[config.mk]
export PLATFORM = sky130hd
export DESIGN_NAME = ibex_cosim_retire_ctrl_flat
export DESIGN_NICKNAME = d
export VERILOG_FILES = /design/src/rtl/ibex_cosim_retire_ctrl_if.sv /design/src/rtl/ibex_cosim_retire_ctrl.sv /design/src/flat_wrapper.sv
export SDC_FILE = /design/constraint.sdc
export NUM_CORES = 1
export LEC_CHECK = 0
export ABC_AREA = 1
export BUFFER_PORTS_ARGS = -buffer_cell sky130_fd_sc_hd__buf_2
export CAP_MARGIN = 25
export CORE_ASPECT_RATIO = 1.25
export CORE_MARGIN = 2
export CORE_UTILIZATION = 55
export DETAILED_ROUTE_END_ITERATION = 12
export PLACE_DENSITY = 0.74
export SLEW_MARGIN = 5
export SYNTH_ARGS = -nofsm -noshare
export SYNTH_HDL_FRONTEND = slang
export SYNTH_SLANG_ARGS = --single-unit
[constraint.sdc]
create_clock -name clk_i -period 6.8 [get_ports clk_i]
set_input_delay 1.02 -clock clk_i [delete_from_list [all_inputs] [get_ports clk_i]]
set_output_delay 1.02 -clock clk_i [all_outputs]
set_load 0.01 [all_outputs]
[src/rtl/ibex_cosim_retire_ctrl_if.sv]
// Retirement (RVFI) and reference-model record bundle for ibex_cosim_retire_ctrl.
// Memory fields are present only when IBEX_COSIM_MEM_CHECK_EN is defined.
interface ibex_cosim_retire_ctrl_if;
   logic        rvfi_valid_i;
   logic [31:0] rvfi_pc_rdata_i;
   logic [31:0] rvfi_insn_i;
   logic [4:0]  rvfi_rd_addr_i;
   logic [31:0] rvfi_rd_wdata_i;
   logic        rvfi_trap_i;
   logic        ref_valid_i;
   logic        ref_ready_o;
   logic [31:0] ref_pc_i;
   logic [31:0] ref_insn_i;
   logic [4:0]  ref_rd_addr_i;
   logic [31:0] ref_rd_wdata_i;
   logic        ref_trap_i;
`ifdef IBEX_COSIM_MEM_CHECK_EN
   logic [31:0] rvfi_mem_addr_i;
   logic [3:0]  rvfi_mem_wmask_i;
   logic [31:0] rvfi_mem_wdata_i;
   logic [31:0] ref_mem_addr_i;
   logic [3:0]  ref_mem_wmask_i;
   logic [31:0] ref_mem_wdata_i;

   modport master (
      output rvfi_valid_i, rvfi_pc_rdata_i, rvfi_insn_i, rvfi_rd_addr_i, rvfi_rd_wdata_i,
             rvfi_trap_i, ref_valid_i, ref_pc_i, ref_insn_i, ref_rd_addr_i,
             ref_rd_wdata_i, ref_trap_i, rvfi_mem_addr_i, rvfi_mem_wmask_i,
             rvfi_mem_wdata_i, ref_mem_addr_i, ref_mem_wmask_i, ref_mem_wdata_i,
      input  ref_ready_o
   );

   modport slave (
      input  rvfi_valid_i, rvfi_pc_rdata_i, rvfi_insn_i, rvfi_rd_addr_i, rvfi_rd_wdata_i,
             rvfi_trap_i, ref_valid_i, ref_pc_i, ref_insn_i, ref_rd_addr_i,
             ref_rd_wdata_i, ref_trap_i, rvfi_mem_addr_i, rvfi_mem_wmask_i,
             rvfi_mem_wdata_i, ref_mem_addr_i, ref_mem_wmask_i, ref_mem_wdata_i,
      output ref_ready_o
   );
`else
   modport master (
      output rvfi_valid_i, rvfi_pc_rdata_i, rvfi_insn_i, rvfi_rd_addr_i, rvfi_rd_wdata_i,
             rvfi_trap_i, ref_valid_i, ref_pc_i, ref_insn_i, ref_rd_addr_i,
             ref_rd_wdata_i, ref_trap_i,
      input  ref_ready_o
   );

   modport slave (
      input  rvfi_valid_i, rvfi_pc_rdata_i, rvfi_insn_i, rvfi_rd_addr_i, rvfi_rd_wdata_i,
             rvfi_trap_i, ref_valid_i, ref_pc_i, ref_insn_i, ref_rd_addr_i,
             ref_rd_wdata_i, ref_trap_i,
      output ref_ready_o
   );
`endif
endinterface

[src/rtl/ibex_cosim_retire_ctrl.sv]
// Lockstep checker: buffers Ibex RVFI retirements and compares them against a reference stream.
// Optional memory-field compare is enabled by defining IBEX_COSIM_MEM_CHECK_EN.
module ibex_cosim_retire_ctrl #(
   parameter int unsigned FifoDepth   = 8,
   parameter int unsigned StallMargin = 2
) (
   input  logic                    clk_i,
   input  logic                    rst_ni,
   input  logic                    enable_i,
   input  logic                    clear_i,
   ibex_cosim_retire_ctrl_if.slave rec,
   output logic                    fetch_stall_o,
   output logic                    mismatch_o,
   output logic [4:0]              mismatch_mask_o,
   output logic [31:0]             mismatch_pc_o,
   output logic                    overflow_o,
   output logic [31:0]             match_cnt_o
);
   localparam int unsigned PtrW = $clog2(FifoDepth);
   localparam int unsigned CntW = PtrW + 1;

   typedef enum logic [1:0] {IDLE, RUN, HALT, OVF} state_e;

   typedef struct packed {
      logic [31:0] pc;
      logic [31:0] insn;
      logic [4:0]  rd_addr;
      logic [31:0] rd_wdata;
      logic        trap;
`ifdef IBEX_COSIM_MEM_CHECK_EN
      logic [31:0] mem_addr;
      logic [3:0]  mem_wmask;
      logic [31:0] mem_wdata;
`endif
   } entry_t;

   state_e          state_q;
   entry_t          mem_q [FifoDepth];
   logic [PtrW-1:0] wr_ptr_q, rd_ptr_q;
   logic [CntW-1:0] count_q, count_d, free_d;
   logic            fetch_stall_q, mismatch_q, overflow_q;
   logic [4:0]      mismatch_mask_q;
   logic [31:0]     mismatch_pc_q, match_cnt_q;

   entry_t     wr_entry, head;
   logic       ref_ready_c, clear_fire, push_ok, full, pop, wr_en;
   logic       ovf_evt, mis_evt, match_evt, halt_or_ovf_d;
   logic [4:0] diff;
`ifdef IBEX_COSIM_MEM_CHECK_EN
   logic [31:0] byte_mask;
`endif

   // Handshake, FIFO bookkeeping and field compare of the head entry
   always_comb begin
      wr_entry          = '0;
      wr_entry.pc       = rec.rvfi_pc_rdata_i;
      wr_entry.insn     = rec.rvfi_insn_i;
      wr_entry.rd_addr  = rec.rvfi_rd_addr_i;
      wr_entry.rd_wdata = rec.rvfi_rd_wdata_i;
      wr_entry.trap     = rec.rvfi_trap_i;
`ifdef IBEX_COSIM_MEM_CHECK_EN
      wr_entry.mem_addr  = rec.rvfi_mem_addr_i;
      wr_entry.mem_wmask = rec.rvfi_mem_wmask_i;
      wr_entry.mem_wdata = rec.rvfi_mem_wdata_i;
`endif
      head        = mem_q[rd_ptr_q];
      ref_ready_c = (state_q == RUN) && (count_q != '0);
      clear_fire  = clear_i && ((state_q == HALT) || (state_q == OVF));
      push_ok     = rec.rvfi_valid_i && ((state_q == RUN) || (state_q == HALT)) && !clear_fire;
      full        = (count_q == CntW'(FifoDepth));
      pop         = rec.ref_valid_i && ref_ready_c;
      wr_en       = push_ok && (!full || pop);
      ovf_evt     = push_ok && full && !pop;

      diff    = '0;
      diff[0] = (head.pc != rec.ref_pc_i);
      diff[1] = (head.insn != rec.ref_insn_i);
      // rd write data is meaningless when the destination is x0
      diff[2] = (head.rd_addr != rec.ref_rd_addr_i) ||
                ((head.rd_addr != 5'd0) && (head.rd_wdata != rec.ref_rd_wdata_i));
      diff[3] = (head.trap != rec.ref_trap_i);
`ifdef IBEX_COSIM_MEM_CHECK_EN
      byte_mask = {{8{rec.ref_mem_wmask_i[3]}}, {8{rec.ref_mem_wmask_i[2]}},
                   {8{rec.ref_mem_wmask_i[1]}}, {8{rec.ref_mem_wmask_i[0]}}};
      diff[4]   = (head.mem_wmask != rec.ref_mem_wmask_i) ||
                  ((rec.ref_mem_wmask_i != 4'd0) &&
                   ((head.mem_addr != rec.ref_mem_addr_i) ||
                    (((head.mem_wdata ^ rec.ref_mem_wdata_i) & byte_mask) != 32'd0)));
`endif
      mis_evt   = pop && (diff != 5'd0);
      match_evt = pop && (diff == 5'd0);

      count_d = clear_fire ? '0 : (count_q + CntW'(wr_en) - CntW'(pop));
      free_d  = CntW'(FifoDepth) - count_d;
      halt_or_ovf_d = (((state_q == HALT) || (state_q == OVF)) && !clear_fire) ||
                      mis_evt || ovf_evt;
   end

   // Control state, pointers and registered status
   always_ff @(posedge clk_i or negedge rst_ni) begin
      if (!rst_ni) begin
         state_q         <= IDLE;
         wr_ptr_q        <= '0;
         rd_ptr_q        <= '0;
         count_q         <= '0;
         fetch_stall_q   <= 1'b0;
         mismatch_q      <= 1'b0;
         mismatch_mask_q <= '0;
         mismatch_pc_q   <= '0;
         overflow_q      <= 1'b0;
         match_cnt_q     <= '0;
      end else begin
         case (state_q)
            IDLE: if (enable_i) state_q <= RUN;
            RUN: begin
               if (ovf_evt)      state_q <= OVF;
               else if (mis_evt) state_q <= HALT;
            end
            HALT: begin
               if (clear_i)      state_q <= RUN;
               else if (ovf_evt) state_q <= OVF;
            end
            OVF:  if (clear_i) state_q <= RUN;
            default: state_q <= IDLE;
         endcase

         count_q <= count_d;
         if (clear_fire) begin
            wr_ptr_q <= '0;
            rd_ptr_q <= '0;
         end else begin
            if (wr_en) wr_ptr_q <= wr_ptr_q + PtrW'(1);
            if (pop)   rd_ptr_q <= rd_ptr_q + PtrW'(1);
         end

         fetch_stall_q <= halt_or_ovf_d || (free_d <= CntW'(StallMargin));

         if (clear_fire) begin
            mismatch_q      <= 1'b0;
            mismatch_mask_q <= '0;
            mismatch_pc_q   <= '0;
            overflow_q      <= 1'b0;
         end else begin
            if (mis_evt && !mismatch_q) begin
               mismatch_q      <= 1'b1;
               mismatch_mask_q <= diff;
               mismatch_pc_q   <= head.pc;
            end
            if (ovf_evt) overflow_q <= 1'b1;
         end

         if (match_evt && (match_cnt_q != 32'hFFFF_FFFF)) match_cnt_q <= match_cnt_q + 32'd1;
      end
   end

   // Entry storage; validity is tracked solely by the pointers
   always_ff @(posedge clk_i) begin
      if (wr_en) mem_q[wr_ptr_q] <= wr_entry;
   end

   assign rec.ref_ready_o   = ref_ready_c;
   assign fetch_stall_o     = fetch_stall_q;
   assign mismatch_o        = mismatch_q;
   assign mismatch_mask_o   = mismatch_mask_q;
   assign mismatch_pc_o     = mismatch_pc_q;
   assign overflow_o        = overflow_q;
   assign match_cnt_o       = match_cnt_q;
endmodule

[src/flat_wrapper.sv]
// flat-port wrapper written by rule: the top's interface ports become plain ports
module ibex_cosim_retire_ctrl_flat 
#(
   parameter int unsigned FifoDepth   = 8,
   parameter int unsigned StallMargin = 2
)
  (clk_i, rst_ni, enable_i, clear_i, fetch_stall_o, mismatch_o, mismatch_mask_o, mismatch_pc_o, overflow_o, match_cnt_o, rec_rvfi_valid_i, rec_rvfi_pc_rdata_i, rec_rvfi_insn_i, rec_rvfi_rd_addr_i, rec_rvfi_rd_wdata_i, rec_rvfi_trap_i, rec_ref_valid_i, rec_ref_pc_i, rec_ref_insn_i, rec_ref_rd_addr_i, rec_ref_rd_wdata_i, rec_ref_trap_i, rec_ref_ready_o);
  ibex_cosim_retire_ctrl_if rec_i ();
  input  logic clk_i;
  input  logic rst_ni;
  input  logic enable_i;
  input  logic clear_i;
  output logic fetch_stall_o;
  output logic mismatch_o;
  output logic [4:0] mismatch_mask_o;
  output logic [31:0] mismatch_pc_o;
  output logic overflow_o;
  output logic [31:0] match_cnt_o;
  input wire logic [$bits(rec_i.rvfi_valid_i)-1:0] rec_rvfi_valid_i;
  input wire logic [$bits(rec_i.rvfi_pc_rdata_i)-1:0] rec_rvfi_pc_rdata_i;
  input wire logic [$bits(rec_i.rvfi_insn_i)-1:0] rec_rvfi_insn_i;
  input wire logic [$bits(rec_i.rvfi_rd_addr_i)-1:0] rec_rvfi_rd_addr_i;
  input wire logic [$bits(rec_i.rvfi_rd_wdata_i)-1:0] rec_rvfi_rd_wdata_i;
  input wire logic [$bits(rec_i.rvfi_trap_i)-1:0] rec_rvfi_trap_i;
  input wire logic [$bits(rec_i.ref_valid_i)-1:0] rec_ref_valid_i;
  input wire logic [$bits(rec_i.ref_pc_i)-1:0] rec_ref_pc_i;
  input wire logic [$bits(rec_i.ref_insn_i)-1:0] rec_ref_insn_i;
  input wire logic [$bits(rec_i.ref_rd_addr_i)-1:0] rec_ref_rd_addr_i;
  input wire logic [$bits(rec_i.ref_rd_wdata_i)-1:0] rec_ref_rd_wdata_i;
  input wire logic [$bits(rec_i.ref_trap_i)-1:0] rec_ref_trap_i;
  output wire logic [$bits(rec_i.ref_ready_o)-1:0] rec_ref_ready_o;
  assign rec_i.rvfi_valid_i = rec_rvfi_valid_i;
  assign rec_i.rvfi_pc_rdata_i = rec_rvfi_pc_rdata_i;
  assign rec_i.rvfi_insn_i = rec_rvfi_insn_i;
  assign rec_i.rvfi_rd_addr_i = rec_rvfi_rd_addr_i;
  assign rec_i.rvfi_rd_wdata_i = rec_rvfi_rd_wdata_i;
  assign rec_i.rvfi_trap_i = rec_rvfi_trap_i;
  assign rec_i.ref_valid_i = rec_ref_valid_i;
  assign rec_i.ref_pc_i = rec_ref_pc_i;
  assign rec_i.ref_insn_i = rec_ref_insn_i;
  assign rec_i.ref_rd_addr_i = rec_ref_rd_addr_i;
  assign rec_i.ref_rd_wdata_i = rec_ref_rd_wdata_i;
  assign rec_i.ref_trap_i = rec_ref_trap_i;
  assign rec_ref_ready_o = rec_i.ref_ready_o;
  ibex_cosim_retire_ctrl #(.FifoDepth(FifoDepth), .StallMargin(StallMargin)) u_core (.clk_i(clk_i), .rst_ni(rst_ni), .enable_i(enable_i), .clear_i(clear_i), .rec(rec_i), .fetch_stall_o(fetch_stall_o), .mismatch_o(mismatch_o), .mismatch_mask_o(mismatch_mask_o), .mismatch_pc_o(mismatch_pc_o), .overflow_o(overflow_o), .match_cnt_o(match_cnt_o));
endmodule
Word level (Yosys, flattened, before mapping)
Memory sizes are Yosys's and may differ from the RTL's.
Cells that the tools add are included.
{"block": "op_classes", "n_reduce_logical": 35, "add_sub_neg": 6, "magnitude_cmp": 1, "n_eq_ne": 14, "n_mux": 22}
{"operator": "32-bit inequality test", "n": 3}
{"operator": "32-bit two-way mux", "n": 2}
{"operator": "32-bit by 1-bit adder with 32-bit output, second input constant", "n": 1}
{"operator": "32-bit inequality test, second input constant", "n": 1}
{"operator": "1-bit logical AND", "n": 14}
{"operator": "2-bit two-way mux", "n": 6}
{"operator": "3-bit two-way mux", "n": 4}
{"operator": "5-bit two-way mux", "n": 2}
{"operator": "2-bit case mux with 4 select lines", "n": 1}
{"operator": "2-bit nonzero test", "n": 4}
{"operator": "4-bit nonzero test", "n": 2}
{"operator": "1-bit logical OR", "n": 7}
{"operator": "3-bit by 1-bit adder with 3-bit output, second input constant", "n": 2}
{"operator": "1-bit two-way mux", "n": 6}
{"operator": "5-bit inequality test", "n": 1}
{"operator": "5-bit nonzero test", "n": 1}
{"operator": "4-bit by 1-bit adder with 4-bit output", "n": 1}
{"operator": "2-bit equality test, second input constant", "n": 2}
{"operator": "4-bit equality test, second input constant", "n": 1}
{"operator": "4-bit by 2-bit less-or-equal comparator with 1-bit output, second input constant", "n": 1}
{"operator": "1-bit logical NOT", "n": 4}
{"operator": "4-bit logical NOT", "n": 1}
{"operator": "4-bit two-way mux", "n": 1}
{"operator": "2-bit inequality test, second input constant", "n": 2}
{"operator": "8 further kinds", "n": 8}
{"block": "word_totals", "ff_bits": 84, "mem_count": 1, "wordCells": 89, "in_bits": 210, "mem_bits_rw": 816}
{"memory": "u_core.mem_q", "depth": 8, "word_bits": 102, "read_ports": 1, "rd_ports_with_merged_regs": 0, "wr": 1, "line": "ibex_cosim_retire_ctrl.sv:38", "text": "entry_t mem_q [FifoDepth];"}

Longest topological paths before layout
Gate-level depths: netlist of the first run.
{"block": "depth", "depth_word": 12, "depth_mapped": 25, "mapped_depth_nobuf": 21}

Worst setup path after synthesis of the first run
OpenSTA, ideal clock, no wires.
{"block": "synth_path", "kind": "input-to-reg", "startpoint": "in clear_i", "endpoint": "mem u_core.mem_q[0][0] (netlist name) (enable)", "slack_ns": 0.043, "required_time_ns": 6.236, "arrival_time_ns": 6.193, "cell_stages": 7, "cell_sequence": "inv_1 a21oi_1 inv_1 nand3_1 nor2_1 nand2_1 nor2_1"}
{"block": "synth_via", "elab_chain_cells": 6}
{"item": "from (decl)", "line": "flat_wrapper.sv:12", "text": "input logic clear_i;"}
{"item": "1-bit logical AND", "line": "ibex_cosim_retire_ctrl.sv:68", "text": "clear_fire = clear_i && ((state_q == HALT) || (state_q == OVF));"}
{"item": "1-bit logical NOT", "line": "ibex_cosim_retire_ctrl.sv:69", "text": "push_ok = rec.rvfi_valid_i && ((state_q == RUN) || (state_q == HALT)) && !clear_fire;"}
{"item": "1-bit logical AND", "line": "ibex_cosim_retire_ctrl.sv:69"}
{"item": "1-bit logical AND", "line": "ibex_cosim_retire_ctrl.sv:72", "text": "wr_en = push_ok && (!full || pop);"}
{"item": "1-bit two-way mux", "line": "ibex_cosim_retire_ctrl.sv:158", "text": "if (wr_en) mem_q[wr_ptr_q] <= wr_entry;"}
{"item": "1-bit two-way mux (implied by the code)", "line": "ibex_cosim_retire_ctrl.sv:158"}
{"item": "to (decl)", "line": "ibex_cosim_retire_ctrl.sv:38"}
No other way between the ends.

Worst setup path after layout of the first run
{"block": "layout_path", "startpoint": "reg u_core.rd_ptr_q[1]", "endpoint": "reg u_core.match_cnt_q[27], in the netlist u_core.match_cnt_o[27]"}
{"block": "layout_via", "elab_chain_cells": 7}
{"item": "from (decl)", "line": "ibex_cosim_retire_ctrl.sv:39", "text": "logic [PtrW-1:0] wr_ptr_q, rd_ptr_q;"}
{"item": "from (signal assigned)", "line": "ibex_cosim_retire_ctrl.sv:133", "text": "if (pop) rd_ptr_q <= rd_ptr_q + PtrW'(1);"}
{"item": "memory read 8 x 102 bit *"}
{"item": "32-bit inequality test / 5-bit nonzero test (equally long branches)", "line": "ibex_cosim_retire_ctrl.sv:80", "text": "((head.rd_addr != 5'd0) && (head.rd_wdata != rec.ref_rd_wdata_i));"}
{"item": "1-bit logical AND", "line": "ibex_cosim_retire_ctrl.sv:80"}
{"item": "1-bit logical OR", "line": "ibex_cosim_retire_ctrl.sv:79", "text": "diff[2] = (head.rd_addr != rec.ref_rd_addr_i) ||"}
{"item": "4-bit logical NOT *", "line": "ibex_cosim_retire_ctrl.sv:91", "text": "match_evt = pop && (diff == 5'd0);"}
{"item": "1-bit logical AND *", "line": "ibex_cosim_retire_ctrl.sv:91"}
{"item": "1-bit logical AND *", "line": "ibex_cosim_retire_ctrl.sv:152", "text": "if (match_evt && (match_cnt_q != 32'hFFFF_FFFF)) match_cnt_q <= match_cnt_q + 32'd1;"}
{"item": "to (signal assigned)", "line": "ibex_cosim_retire_ctrl.sv:152"}
{"item": "to (decl)", "line": "ibex_cosim_retire_ctrl.sv:43", "text": "logic [31:0] mismatch_pc_q, match_cnt_q;"}
Mark *: on every way between the ends. The rest lies on a longest branch, timed or not.
A chain may end at the register's enable or synchronous reset.

==> results.sh, run 1 <==
export IMPL_outcome="completed"
export IMPL_crit_fanout=100
export IMPL_ios=283
export IMPL_multiInputGateArea_um2=10600
export IMPL_dieWidth_um=243
export IMPL_fin_skew_ns=0.0158
export IMPL_clock_latency_ns=0.64
export IMPL_synth_xor_area_share_pct=0.870
export IMPL_p_sw_mw=6.53
export IMPL_postLayoutCoreUtil_pct=62.6
export IMPL_swShare_pct=36.8
export IMPL_yosys_area_share_simple_pct=22.0
export IMPL_start_kind="register"
export IMPL_muxShareOfSynthArea_pct=0
export IMPL_synthAdderAreaFrac_pct=0.529
export IMPL_grt_antenna_before_repair=28
export IMPL_comb_power_share_pct=34.1
export IMPL_vias_per_cell=5.40
export IMPL_setup_viol=0
export IMPL_die_h_um=303
export IMPL_start_util_pct=55.5
export IMPL_drt_iter0_drc=2455
export IMPL_synth_common_cells="nand2_1 (1206), edfxtp_1 (816), nor2_1 (436)"
export IMPL_power_density_nw_per_um2=401
export IMPL_drc_errors=0
export IMPL_wl_met3_mm=6.73
export IMPL_synth_seq_cells=899
export IMPL_synth_area_um2=39200
export IMPL_fin_setup_tns_ns=0
export IMPL_critPathKind="register to register"
export IMPL_fillers=5577
export IMPL_grt_pass1_vias=26110
export IMPL_synth_area_top_cells="edfxtp_1 (62%), nand2_1 (12%), dfrtp_1 (5.3%), nand3_1 (4.6%), nor2_1 (4.2%)"
export IMPL_cts_sinks=899
export IMPL_clock_path_buffers=3
export IMPL_cp_arrival_ns=5.22
export IMPL_rrSetupSlack_ns=2.07
export IMPL_cts_max_level=3
export IMPL_tightestPinTransition_ns=1.13
export IMPL_grt_overflow=0
export IMPL_synthFlopType="edfxtp_1"
export IMPL_grt_usage_pct=26.1
export IMPL_cts_root_buf="clkbuf_16"
export IMPL_leakage_nw=18.0
export IMPL_synth_compound_area_share_pct=3.42
export IMPL_hold_buffers=0
export IMPL_rows=109
export IMPL_finalCritPeriodShare_pct=69.5
export IMPL_yosysSeqAreaShare_pct=67.7
export IMPL_rsz0062_at_grt="no"
export IMPL_core_um2=70600
export IMPL_hold_viol=0
export IMPL_timing_fmax_mhz=212
export IMPL_cp_end_kind="register"
export IMPL_wl_met2_mm=48.1
export IMPL_yosysTopAreaCell="edfxtp_1"
export IMPL_cp_required_ns=7.29
export IMPL_synth_edf_count=816
export IMPL_wl_met1_mm=38.1
export IMPL_routed_wl_mm=96.1
export IMPL_wl_per_cell_um=19.0
export IMPL_io_buffer_count=281
export IMPL_clkPwrFrac_pct=26.8
export IMPL_r2r_start="u_core.rd_ptr_q[1]"
export IMPL_ir_drop_v=0.000428
export IMPL_clk_pin_slew_worst_paths_ns=0.06
export IMPL_topRoutingLayerUsed="met5"
export IMPL_fin_crit_ns=4.73
export IMPL_syn_num_nets=4018
export IMPL_drive_gt1_share_pct=11.3
export IMPL_max_slew_margin_pct=24.3
export IMPL_finalMaxSlewViolations=0
export IMPL_gpl_final_weighted_congestion=0.888
export IMPL_grt_max_degree=218
export IMPL_power_internal_mw=11.2
export IMPL_detail_route_antenna_nets=0
export IMPL_cts_buffers=86
export IMPL_dp_cells=4879
export IMPL_synth_top_family_by_area="simple AND/OR/NAND/NOR gates"
export IMPL_netlist_instances=3792
export IMPL_synth_most_common_cell="nand2_1"
export IMPL_synth_warnings=0
export IMPL_fin_nets=4251
export IMPL_dieArea_um2=73500
export IMPL_maxCapViolations=0
export IMPL_grt_pass1_wl_mm=147
export IMPL_cts_setup_buffers=0
export IMPL_vias=27324
export IMPL_area_growth_pct=12.7
export IMPL_firstDrtPassIters=7
export IMPL_synth_cell_types=43
export IMPL_worstRegToRegCells=19
export IMPL_async_reset_ff_share_pct=9.23
export IMPL_hp_class="input pin to asynchronous set/reset pin"
export IMPL_seqPwrFrac_pct=39.1
export IMPL_rr_endpoint="u_core.match_cnt_o[27]"
export IMPL_cts_resized=0
export IMPL_cts_tree="built"
export IMPL_yosysTopAreaCellShare_pct=62.4
export IMPL_syn_avg_cell_area_um2=10.3
export IMPL_seq_area_um2=26600
export IMPL_instances_no_fill=5057
export IMPL_hpwl_mm=54.9
==> per-layer routing <==
layer	track usage (%)	up-vias
met5	0	-
li1	-	13114
met4	10.4	24
met2	45.4	987
met1	32.8	13010
met3	4.28	189
==> worst max path at each step <==
stage                       startpoint                      to  slack (ns)  cells past startpoint
global placement    u_core.rd_ptr_q[1]   u_core.match_cnt_o[0]        2.18                     18
detailed placement  u_core.rd_ptr_q[1]   u_core.match_cnt_o[0]        2.14                     18
CTS                 u_core.rd_ptr_q[1]  u_core.match_cnt_o[27]        2.10                     19
floorplan                      clear_i      u_core.mem_q[0][0]        0.04                      7
finish              u_core.rd_ptr_q[1]  u_core.match_cnt_o[27]        2.07                     19
global route        u_core.rd_ptr_q[1]  u_core.match_cnt_o[15]        1.72                     18
==> kinds of logic after synthesis <==
group | after synthesis
other | 1
AOI/OAI and AO/OA | 259
and+or+nand+nor | 2101
xor gates and xnor gates | 39
adders and majority gates | 16
buffers and inverters | 477
DFF | 899
==> worst max-delay path: stages, from the launching register on <==
cell and delay, ns:
dfrtp_4 0.72, inv_6 0.77, buf_12 0.34, nor2_1 0.08, o21ai_0 0.08, nand3_1 0.13
nand2_1 0.15, nand2_1 0.05, nand2_1 0.07, nand2_1 0.13, nor2_1 0.12, nand2_1 0.07
nor2_1 0.22, nand3_1 0.22, nor2_1 0.27, nand2_2 0.13, inv_2 0.08, nand3_4 0.46
nand2_1 0.21, o21ai_1 0.10
==> sequential cells by signal, summed over array words and instances (netlist names) <==
signal,cells
u_core.mismatch_pc_o,32
u_core.overflow_o,1
u_core.state_q,2
u_core.match_cnt_o,32
u_core.rd_ptr_q,3
u_core.fetch_stall_o,1
u_core.mismatch_o,1
u_core.wr_ptr_q,3
u_core.mem_q,816
u_core.count_q,4
u_core.mismatch_mask_o,4
==> power by group through the flow <==
stage	combinational [mW]	clock, mW	sequential, mW
5_1_grt	6.82	5.02	6.98
4_1_cts	6.08	4.82	6.93
3_5_place_dp	6.04	0	7.04
3_3_place_gp	5.91	0	7.03
2_1_floorplan	4.43	0	7.01
6_report	6.05	4.75	6.94
==> stage by stage <==
step	setup WS [ns]	cell area (um2)	hold WS, ns	total power, mW
6_report	2.07	44200	0.258	17.7
2_1_floorplan	0.0426	39200	0.490	11.4
3_5_place_dp	2.14	41300	0.453	13.1
5_1_grt	1.72	44200	0.266	18.8
4_1_cts	2.10	44100	0.244	17.8
3_3_place_gp	2.18	41300	0.449	12.9
==> placed cells by master, fill, tap and decap left out, types with 7 or more instances in the layout <==
cell type	netlist	layout
nand3b_1	54	54
xor2_1	28	28
a21oi_1	10	10
bufinv_16	0	8
clkbuf_1	14	19
clkbuf_16	0	89
buf_4	15	26
clkinv_1	0	13
buf_2	115	280
xnor2_1	11	11
edfxtp_1	816	816
clkinv_2	2	15
diode_2	0	21
o21ai_1	83	83
buf_12	0	10
nand3_1	361	361
inv_1	301	300
o21ai_0	147	147
nor3_1	22	22
ha_1	15	15
nor2_1	436	428
nand2_1	1206	1206
o211ai_1	7	7
nor2_4	1	9
dfrtp_1	83	80
==> final cells by class <==
| cell class | instances | area share, % |
|---|---|---|
| antenna | 21 | 0.119 |
| multi-input combinational | 2416 | 24.0 |
| clock buffer | 113 | 5.35 |
| inverter | 305 | 2.63 |
| sequential | 899 | 60.1 |
| tap | 943 | 2.67 |
| timing repair buffer | 317 | 4.13 |
| clock inverter | 43 | 0.988 |
No activity file was read; power rests on OpenSTA's default activity.
==> inputs of run 2 (changes only) <==
--- a/config.mk
+++ b/config.mk
@@ -10,9 +10,9 @@
 export CAP_MARGIN = 25
 export CORE_ASPECT_RATIO = 1.25
 export CORE_MARGIN = 2
-export CORE_UTILIZATION = 55
+export CORE_UTILIZATION = 60
 export DETAILED_ROUTE_END_ITERATION = 12
-export PLACE_DENSITY = 0.74
+export PLACE_DENSITY = 0.76
 export SLEW_MARGIN = 5
 export SYNTH_ARGS = -nofsm -noshare
 export SYNTH_HDL_FRONTEND = slang
==> constraint.sdc (replaced) <==
create_clock -name clk_i -period 4.7 [get_ports clk_i]
set_input_delay 0.705 -clock clk_i [delete_from_list [all_inputs] [get_ports clk_i]]
set_output_delay 0.705 -clock clk_i [all_outputs]
set_load 0.01 [all_outputs]
==> results.sh, run 2 (synthesized netlist as in run 1, its figures left out) <==
export IMPL_core_um2=64500
export IMPL_clock_path_buffers=3
export IMPL_critPathKind="register to register"
export IMPL_cts_setup_buffers=0
export IMPL_dpl_cell_area_um2=41500
export IMPL_setup_viol=0
export IMPL_crit_fanout=56
export IMPL_cp_arrival_ns=4.80
export IMPL_dieArea_um2=67500
export IMPL_grt_usage_pct=28.6
export IMPL_max_slew_margin_pct=37.6
export IMPL_cts_root_buf="clkbuf_16"
export IMPL_tightestPinTransition_ns=0.936
export IMPL_rr_endpoint="u_core.mismatch_pc_o[11]"
export IMPL_clk_pin_slew_worst_paths_ns=0.06
export IMPL_die_h_um=290
export IMPL_cts_buffers=87
export IMPL_fin_setup_tns_ns=0
export IMPL_cts_sinks=899
export IMPL_rows=104
export IMPL_instances_no_fill=4976
export IMPL_grt_antenna_before_repair=27
export IMPL_detail_route_antenna_nets=0
export IMPL_cp_end_kind="register"
export IMPL_cts_tree="built"
export IMPL_hp_class="input pin to asynchronous set/reset pin"
export IMPL_maxCapViolations=0
export IMPL_worstRegToRegCells=19
export IMPL_final_common_cell="nand2_1"
export IMPL_hold_buffers=0
export IMPL_finalMaxSlewViolations=0
export IMPL_hold_viol=0
export IMPL_vias_per_cell=5.59
export IMPL_fin_skew_ns=0.0266
export IMPL_outcome="completed"
export IMPL_clock_latency_ns=0.63
export IMPL_ir_drop_v=0.000584
export IMPL_cp_required_ns=5.26
export IMPL_area_growth_pct=13.0
export IMPL_start_kind="register"
export IMPL_leakage_nw=18.1
export IMPL_grt_pass1_wl_mm=147
export IMPL_gpl_final_weighted_congestion=0.886
export IMPL_power_density_nw_per_um2=581
export IMPL_dp_cells=4799
export IMPL_cts_max_level=3
export IMPL_drt_iter0_drc=2555
export IMPL_vias=27796
export IMPL_drive_gt1_share_pct=11.7
export IMPL_grt_pass1_vias=26455
export IMPL_grt_max_degree=172
export IMPL_wl_per_cell_um=19.6
export IMPL_firstDrtPassIters=6
export IMPL_hpwl_mm=56.5
export IMPL_largest_reg_flops=816
export IMPL_rsz0062_at_grt="no"
export IMPL_cts_resized=0
export IMPL_fin_crit_ns=4.24
export IMPL_final_area_um2=44400
export IMPL_finalCritPeriodShare_pct=90.3
export IMPL_rrSetupSlack_ns=0.46
export IMPL_mostFrequentLayoutCells="nand2_1 (1206), edfxtp_1 (816), nor2_1 (428)"
export IMPL_top_register="u_core.mem_q"
export IMPL_dieWidth_um=233
export IMPL_fin_total_pwr_mw=25.8
export IMPL_grt_overflow=0
export IMPL_drc_errors=0
export IMPL_r2r_start="u_core.rd_ptr_q[0]"
export IMPL_fin_nets=4267
export IMPL_timing_fmax_mhz=236
export IMPL_io_buffer_count=281
export IMPL_ios=283
export IMPL_start_util_pct=60.8
export IMPL_routed_wl_mm=97.4
==> run 2: worst max path at each step <==
stage / startpoint / endpoint / slack (ns) / cells after the start
floorplan: clear_i / u_core.mem_q[4][0] / -0.07 / 7
global placement: u_core.rd_ptr_q[0] / u_core.match_cnt_o[0] / 0.35 / 17
detailed placement: u_core.rd_ptr_q[0] / u_core.match_cnt_o[0] / 0.29 / 17
CTS: u_core.rd_ptr_q[0] / u_core.match_cnt_o[1] / 0.24 / 17
global route: u_core.rd_ptr_q[0] / u_core.mismatch_pc_o[27] / 0.05 / 19
finish: u_core.rd_ptr_q[0] / u_core.mismatch_pc_o[11] / 0.46 / 19
==> run 2: worst max-delay path, stage by stage, from the launching register on <==
cell and delay [ns]:
dfrtp_4 0.61, inv_8 0.35, buf_4 0.42, nand2_1 0.09, nand3_1 0.09, nand3_1 0.10, nand2_1 0.11, xnor2_1 0.16
nand2_1 0.15, nor2_1 0.23, nand2_1 0.07, nor2_1 0.31, nand3_1 0.20, nor2_1 0.29, nand2_2 0.13, nand3_2 0.12
nand2_2 0.08, clkinv_2 0.42, nand2_1 0.12, nand2_1 0.09
==> run 2: metal layers <==
metal | track usage [%] | vias up | part of all wire, %
li1 | - | 13136 | -
met1 | 35.2 | 13280 | 38
met2 | 49.5 | 1125 | 51
met3 | 4.41 | 237 | 7.4
met4 | 13.5 | 18 | 3.9
met5 | 0 | - | 0.098
==> run 2: where the power goes <==
| part | switching [mW] | total (mW) | internal (mW) |
|---|---|---|---|
| Clock | 2.91 | 6.80 | 3.89 |
| Combinational | 6.32 | 9.05 | 2.72 |
| Sequential | 0.325 | 9.93 | 9.61 |
| Total | 9.56 | 25.8 | 16.2 |
==> run 2: area by class of cell <==
type	instances	area, um2
diodes	17	42.5
clock buffers	113	2370
clock inverters	46	405
fillers	4671	20200
inverters	305	1160
multi-input cells	2417	10600
flip-flops and latches	899	26600
well taps	848	1060
repair buffers	331	2100
==> run 2: through the flow <==
stage | hold slack (ns) | worst slack, ns | utilization [%]
detailed placement | 0.453 | 0.294 | 64.3
CTS | 0.233 | 0.242 | 68.6
global placement | 0.449 | 0.349 | 64.3
global route | 0.277 | 0.0450 | 68.7
floorplan | 0.409 | -0.0721 | -
finish | 0.215 | 0.458 | 68.7
